## src/rtl/instr_fetch_unit.sv

```systemverilog
`default_nettype none
// ============================================================================
// Module   : instr_fetch_unit
// Brief    : Program store, PC and 2-entry prefetch queue feeding the core
//            through a valid/ready handshake, with jump redirect and HALT stop.
// Revision : 1.0
// ============================================================================
module instr_fetch_unit #(
    parameter int         ADDR_W  = 6,
    parameter logic [7:0] HALT_OP = 8'hFF
) (
    input  logic              clk,
    input  logic              reset,
    input  logic              prog_we,
    input  logic [ADDR_W-1:0] prog_addr,
    input  logic [7:0]        prog_data,
    input  logic              run,
    input  logic              jump_en,
    input  logic [ADDR_W-1:0] jump_addr,
    input  logic              instr_ready,
    output logic [7:0]        instr_out,
    output logic              instr_valid,
    output logic [ADDR_W-1:0] pc_out,
    output logic              halted
);

    localparam int EW = 8 + ADDR_W;

    typedef enum logic [1:0] {
        S_IDLE  = 2'd0,
        S_FETCH = 2'd1,
        S_HALT  = 2'd2
    } state_t;

    state_t            state_q, state_d;
    logic [ADDR_W-1:0] pc_q, pc_d;
    logic [ADDR_W-1:0] rd_addr_q;
    logic [7:0]        rd_data_q;
    logic              pending_q;
    logic [1:0]        count_q, count_d;
    logic [EW-1:0]     e0_q, e0_d, e1_q, e1_d;
    logic [7:0]        instr_q;
    logic              valid_q;
    logic [ADDR_W-1:0] pcout_q;
    logic              halted_q;

    logic [7:0]        mem [2**ADDR_W];

    logic              w_pop, w_push, w_ret_halt, w_issue;
    logic [2:0]        w_occ;
    logic [EW-1:0]     w_new;

    // A jump cancels both the transfer and the returning read of its cycle.
    assign w_pop      = valid_q & instr_ready & ~jump_en;
    assign w_push     = pending_q & ~jump_en;
    assign w_ret_halt = pending_q && (rd_data_q == HALT_OP);
    assign w_occ      = {1'b0, count_q} + {2'b00, pending_q} - {2'b00, w_pop};
    assign w_issue    = (state_q == S_FETCH) && run && !jump_en && !w_ret_halt
                        && (w_occ < 3'd2);
    assign w_new      = {rd_data_q, rd_addr_q};

    always_comb begin
        e0_d    = e0_q;
        e1_d    = e1_q;
        count_d = count_q;
        case ({w_push, w_pop})
            2'b10: begin
                if (count_q == 2'd0) e0_d = w_new;
                else                 e1_d = w_new;
                count_d = count_q + 2'd1;
            end
            2'b01: begin
                e0_d    = e1_q;
                count_d = count_q - 2'd1;
            end
            2'b11: begin
                if (count_q == 2'd1) begin
                    e0_d = w_new;
                end else begin
                    e0_d = e1_q;
                    e1_d = w_new;
                end
            end
            default: ;
        endcase
        if (jump_en) count_d = 2'd0;
    end

    always_comb begin
        state_d = state_q;
        pc_d    = pc_q;
        if (jump_en) begin
            pc_d = jump_addr;
            if (state_q != S_IDLE) state_d = S_FETCH;
        end else begin
            if (w_issue) pc_d = pc_q + 1'b1;
            case (state_q)
                S_IDLE:  if (run) state_d = S_FETCH;
                S_FETCH: begin
                    if (w_push && (rd_data_q == HALT_OP)) state_d = S_HALT;
                    else if (!run)                        state_d = S_IDLE;
                end
                default: ;
            endcase
        end
    end

    always_ff @(posedge clk) begin
        if (prog_we && (state_q != S_FETCH)) mem[prog_addr] <= prog_data;
    end

    always_ff @(posedge clk) begin
        if (reset) begin
            state_q   <= S_IDLE;
            pc_q      <= '0;
            rd_addr_q <= '0;
            rd_data_q <= '0;
            pending_q <= 1'b0;
            count_q   <= 2'd0;
            e0_q      <= '0;
            e1_q      <= '0;
            instr_q   <= '0;
            valid_q   <= 1'b0;
            pcout_q   <= '0;
            halted_q  <= 1'b0;
        end else begin
            state_q   <= state_d;
            pc_q      <= pc_d;
            pending_q <= w_issue;
            if (w_issue) begin
                rd_addr_q <= pc_q;
                rd_data_q <= mem[pc_q];
            end
            count_q   <= count_d;
            e0_q      <= e0_d;
            e1_q      <= e1_d;
            // Outputs are registered from next-state so they track the queue head.
            valid_q   <= (count_d != 2'd0);
            instr_q   <= (count_d != 2'd0) ? e0_d[EW-1 -: 8] : 8'h00;
            pcout_q   <= (count_d != 2'd0) ? e0_d[ADDR_W-1:0] : '0;
            halted_q  <= (state_d == S_HALT) && (count_d == 2'd0);
        end
    end

    assign instr_out   = instr_q;
    assign instr_valid = valid_q;
    assign pc_out      = pcout_q;
    assign halted      = halted_q;

endmodule
`default_nettype wire

```

## config.mk

```make
export PLATFORM = sky130hd
export DESIGN_NAME = instr_fetch_unit
export DESIGN_NICKNAME = d
export VERILOG_FILES = /design/src/rtl/instr_fetch_unit.sv
export SDC_FILE = /design/constraint.sdc
export NUM_CORES = 1
export LEC_CHECK = 0
export CORE_MARGIN = 3
export CORE_UTILIZATION = 30
export DETAILED_ROUTE_END_ITERATION = 12
export GPL_TIMING_DRIVEN = 0
export PLACE_DENSITY = 0.41
export SKIP_LAST_GASP = 1
export SYNTH_ARGS = -nofsm -noshare
export SYNTH_HDL_FRONTEND = slang
export SYNTH_SLANG_ARGS = --single-unit
```

## constraint.sdc

```tcl
create_clock -name clk -period 6.91 [get_ports clk]
set_input_delay 1.0365 -clock clk [delete_from_list [all_inputs] [get_ports clk]]
set_output_delay 1.0365 -clock clk [all_outputs]
set_load 0.005 [all_outputs]
```

---- Yosys cells after proc, flatten, opt, wreduce, memory -nomap -nowiden ----
Memories as Yosys holds them, arrays and structs flattened. A register that Yosys moved wholly into a read port is not among the register bits.
Cells that the tools add are included.
cells by class
  add/subtract/negate cells ............... 5
  mux-type cells .......................... 18
  reductions and logical operators ........ 19
  shift operators ......................... 0
  div/mod/pow operators ................... 0
  equal/unequal tests ..................... 10
  magnitude comparators ................... 1
  multiply operators ...................... 0
  bitwise logic cells ..................... 5
operators by type and width
  kind                                                 count
  two-way mux 14 bit                                   4
  one-hot mux 14 bit (3 select lines)                  1
  one-hot mux 14 bit (2 select lines)                  1
  two-way mux 2 bit                                    6
  two-way mux 6 bit                                    2
  equality test 8 bit, second input constant           1
  logical AND 1 bit                                    8
  one-hot mux 2 bit (2 select lines)                   2
  nonzero test 2 bit                                   4
  adder 6 x 1 -> 6 bit, second input constant          1
  equality test 2 x 1 -> 1 bit, second input constant  3
  equality test 2 bit, second input constant           3
  zero test 2 bit                                      3
  != test 2 bit, second input constant                 2
  adder 2 x 1 -> 3 bit                                 1
  AND 1 bit                                            3
  < comparator 3 x 2 -> 1 bit, second input constant   1
  AND reduction 3 bit                                  1
  subtractor 3 x 1 -> 3 bit                            1
  adder 2 x 1 -> 2 bit, second input constant          1
  zero test 1 bit                                      2
  two-way mux 1 bit                                    2
  != test 2 x 1 -> 1 bit, second input constant        1
  inverter 1 bit                                       2
  other kinds (2)                                      2
word-level totals
  memories kept ........................... 1
  output and inout port bits .............. 16
  word-level logic and storage cells ...... 70
  input port bits ......................... 26
  flip-flop bits (word level) ............. 61
  memory bits (writable) .................. 512
  ROM bits ................................ 0
  bits in latches ......................... 0
memory list
  memory  depth  bits a word  rd ports  clocked after memory_dff  wr ports  RTL line  text
  mem     64     8            1         1                         1         47        logic [7:0] mem [2**ADDR_W];

---- Depth between registers and ports, before layout ----
  depth in word-level cells ............... 8
  mapped depth ............................ 13
  depth with buffers taken out ............ 10

---- Worst setup path before layout ----
OpenSTA, ideal clock, no wires.
  path kind ............................... input to register
  start ................................... input port jump_en
  end ..................................... register rd_data_q[7] (read register of mem)
  library setup time ...................... 0.095 ns
  path slack .............................. 3.085 ns
  arrival ................................. 3.730 ns
  stages .................................. 13
  cells stage by stage .................... buf_2 > clkinv_1 > and3_1 > ha_1 > nand2b_1 > fa_1 > xor2_1 > or3_1 > clkbuf_1 > buf_2 > nor4_1 > o2111ai_1 > o311ai_1
on the way
  word-level cells in the longest chain between the ends .. 5
  elaborated cells between the ends (all ways) .. 8
RTL lines
  element                      RTL line  text
  start, declared              18        input logic jump_en,
  inverter 1 bit               54        assign w_pop = valid_q & instr_ready & ~jump_en;
  AND 1 bit                    54
  subtractor 3 x 1 -> 3 bit    57        assign w_occ = {1'b0, count_q} + {2'b00, pending_q} - {2'b00, w_pop};
  < comparator 3 x 2 -> 1 bit  59        && (w_occ < 3'd2);
  logical AND 1 bit *          59
  end, declared                38        logic [7:0] rd_data_q;
Mark *: on every way between the ends. The rest lies on a longest branch, timed or not.
A chain may end at the register's enable or synchronous reset.

---- Worst setup path in the final report ----
  start ................................... input port jump_en
  end ..................................... register rd_data_q[4] (read register of mem)
Same word-level chain as after synthesis.

==> run_results.csv <==
group,metric,value,unit
place,place_area,24400,µm²
cells_and_area,final_cell_mix,"edfxtp_1, nor2_1, mux4_2",
timing,clock_skew,0.0235,ns
timing,finalSetupTns,0,ns
power_and_ir_drop,p_total,0.00773,W
place,place.gp.congestion,0.814,
critical_path,r2r_end,"rd_data_q[4]",
timing,fin_crit_sh,59.8,%
timing,hold_violations,0,
critical_path,cp_slowest_cell,"nor3_1",
clocking,cts_root_buffer,"clkbuf_16",
status,status,"finished clean",
timing,max_freq,0.242,GHz
synth,synthSimpleGateAreaFrac,4.34,%
min_path,min_to,"instr_out[7]",
global_routing,grt_max_degree,43,
synth,netlist_instances,1237,
cells_and_area,drive_gt1_share,18.1,%
cells_and_area,layout_commonest_cell,"edfxtp_1",
drt,wirelength,66.7,mm
critical_path,cpMostUsedCell,"buf_2",
synth,ys_top_cells_by_area,"edfxtp_1, mux4_2, dfxtp_1",
clocking,hold_buffers,0,
min_path,min_from,"e0_q[13]",
timing,setup-violations-final,0,
synth,synth_area_leader_cell,"edfxtp_1",
floorplanning,start_util,30.4,%
clocking,postCtsSetupBuffers,0,
critical_path,end_kind,"flip-flop",
global_routing,grt_usage,17.0,%
critical_path,path_class,"input port to flip-flop",
power_and_ir_drop,ir_drop,149,µV
floorplanning,die_h,281,µm
critical_path,slowest_delay,0.56,ns
power_and_ir_drop,p_int,0.00599,W
synth,yosys_warnings,0,
clocking,clockBufferDepth,3,
power_and_ir_drop,switching_share,22.5,%
synth,synth_area,22700,µm²
clocking,clock_latency,0.60,ns
cells_and_area,postLayoutCellArea,26500,µm²
place,dp_hpwl,45.5,mm
place,portBuffers,36,
floorplanning,core,74700,µm²
synth,synth_top_area_share,67.8,%
cells_and_area,area_growth,16.7,%
power_and_ir_drop,p_leak,8.09,nW
clocking,cts_resized,0,
clocking,numCtsBuffers,66,
power_and_ir_drop,clockPowerShare,44.0,%
critical_path,r2r_cells,11,
cells_and_area,post-route-util,35.4,%
timing,min_period,4.13,ns
place,place_inst,2250,
synth,synth_compound_area_share,5.29,%
critical_path,crit_chain,"buf_2 > clkinv_1 > and3_1 > ha_1 > nand2b_1 > fa_1 > nand3b_1 > or3_1 > clkbuf_1 > buf_2 > nor3_1 > o2111ai_1 > o311ai_1",
global_routing,grt-ovfl-total,0,
clocking,clock_sinks,581,
timing,slew_headroom,32.5,%
critical_path,r2r_start,"instr_valid",
critical_path,path_max_fanout,10,
synth,syn_avg_cell_area,18.3,µm²
synth,synth_top_family_by_area,"multiplexers",
cells_and_area,antennaDiodeCount,0,
synth,synthFlopType,"edfxtp_1",
floorplanning,dieArea,78900,µm²
drt,dr.pass1.iters,5,
power_and_ir_drop,power_switching,0.00174,W
drt,viasPerCell,5.09,
drt,wl_per_cell,28.2,µm
drt,drcViolationCount,0,
job,maxCapViolCount,0,
synth,synth-seq-area-share,73.9,%
clocking,clk_pin_slew,0.05,ns
timing,maxSlewViolCount,0,
global_routing,grt_pass1_vias,12200,
min_path,min-delay-path-class,"flip-flop to flip-flop",
synth,synth_xor_area_share,0.193,%
critical_path,worstSetupStartpointType,"input port",
drt,dr_total_vias,12100,
synth,yosysUniqueCellTypes,58,
synth,ys_async_sr_fraction,0,%
drt,detailedRoute.firstIterationViolations,1182,
timing,rsz0062_at_grt,"false",
synth,muxShareOfSynthArea,13.4,%
cells_and_area,layout.cells.non_filler,2369,
synth,synth_seq_cells,581,
drt,drtAntennaViolNets,0,
clocking,cts_max_level,3,
synth,synth_fp_nets,1272,
synth,synth_fa_ha_area_share,0.530,%
clocking,cts_tree,"built",
global_routing,antenna_found_initial,2,
floorplanning,io_pins,42,
critical_path,cp.required,7.41,ns
floorplanning,rows,100,
timing,worst_pin_slew,1.01,ns
synth,synth_edf_count,512,
min_path,hold_path_depth,2,
power_and_ir_drop,power_frac_seq,49.7,%
power_and_ir_drop,p_per_area,292,nW/µm²
cells_and_area,nets,1384,
cells_and_area,fillerInstances,7030,
power_and_ir_drop,comb_power_share,6.3,%
global_routing,grt_pass1_wl,93.5,mm
floorplanning,die_w,281,µm
critical_path,rrSetupSlack,3.45,ns
critical_path,crit_arrival,4.63,ns
-- synthesized netlist by cell type, drive strengths merged, types with 10 or more instances --
library cell and n:
clkbuf 38, a2bb2oi 14, nor3 14, a211oi 14, buf 37, a21oi 22, edfxtp 512, mux4 102
dfxtp 69, mux2i 67, inv 13, nand2 24, a22oi 42, nor2 131, nand3 10, o22ai 11
o221ai 11
-- kinds of logic after synthesis --
kind of cell	Yosys count
compound gates	159
xor+xnor	5
fa+ha+maj	9
buf+inv	89
flops	581
mux	175
simple gates	219
-- cell type report --
type | count | area, µm² | share of cell area, %
flip-flops and latches | 581 | 16800 | 63.3
clock inverters | 34 | 337 | 1.27
inverters | 14 | 52.6 | 0.198
plain buffers | 75 | 492 | 1.86
multi-input cells | 567 | 5380 | 20.3
repair buffers | 44 | 488 | 1.84
well taps | 969 | 1210 | 4.58
clock buffers | 85 | 1750 | 6.63
-- through the flow --
stage / setup WS [ns] / hold WS [ns]
after floorplan: 3.08 / 0.447
after global placement: 2.19 / 0.465
after detailed placement: 2.22 / 0.466
after CTS: 2.84 / 0.480
after global routing: 2.60 / 0.498
final: 2.78 / 0.476
-- power by group through the flow --
| stage | combinational [W] | clock [W] | sequential [W] |
|---|---|---|---|
| after floorplan | 0.000250 | 0 | 0.00391 |
| after global placement | 0.000482 | 0 | 0.00392 |
| after detailed placement | 0.000494 | 0 | 0.00391 |
| after CTS | 0.000494 | 0.00350 | 0.00384 |
| after global routing | 0.000513 | 0.00364 | 0.00384 |
| final | 0.000486 | 0.00340 | 0.00384 |
-- worst max-delay path: cells and delay by family --
kind / cells / cell delay, ns
simple gates: 5 / 1.43
buf+inv: 4 / 0.85
compound gates: 2 / 0.52
fa+ha+maj: 2 / 0.80
-- worst max path at each step --
stage	to	slack, ns	start	cells after the start
after floorplan	rd_data_q[7]	3.08	jump_en	13
after detailed placement	rd_data_q[4]	2.22	jump_en	13
after CTS	rd_data_q[4]	2.84	jump_en	13
after global routing	rd_data_q[4]	2.60	jump_en	13
after global placement	rd_data_q[4]	2.19	jump_en	13
final	rd_data_q[4]	2.78	jump_en	13
-- flip-flops by register name (all words and copies together) (netlist names) --
signal,cells
halted,1
rd_addr_q,6
e1_q,14
rd_data_q,8
pending_q,1
instr_out,8
pc_q,6
pc_out,6
instr_valid,1
mem,512
count_q,2
e0_q,14
state_q,2
-- per-layer routing --
| layer | share of wire [%] | routed length [µm] | track usage [%] | vias to the layer above |
|---|---|---|---|---|
| met5 | 0.031 | 21 | 0 | - |
| met4 | 2.9 | 1960 | 5.01 | 4 |
| met3 | 6.1 | 4080 | 4.22 | 106 |
| met2 | 46 | 31000 | 26.8 | 374 |
| met1 | 44 | 29700 | 23.4 | 6340 |
| li1 | - | - | - | 5228 |
Power figures use the tool's default switching activity.
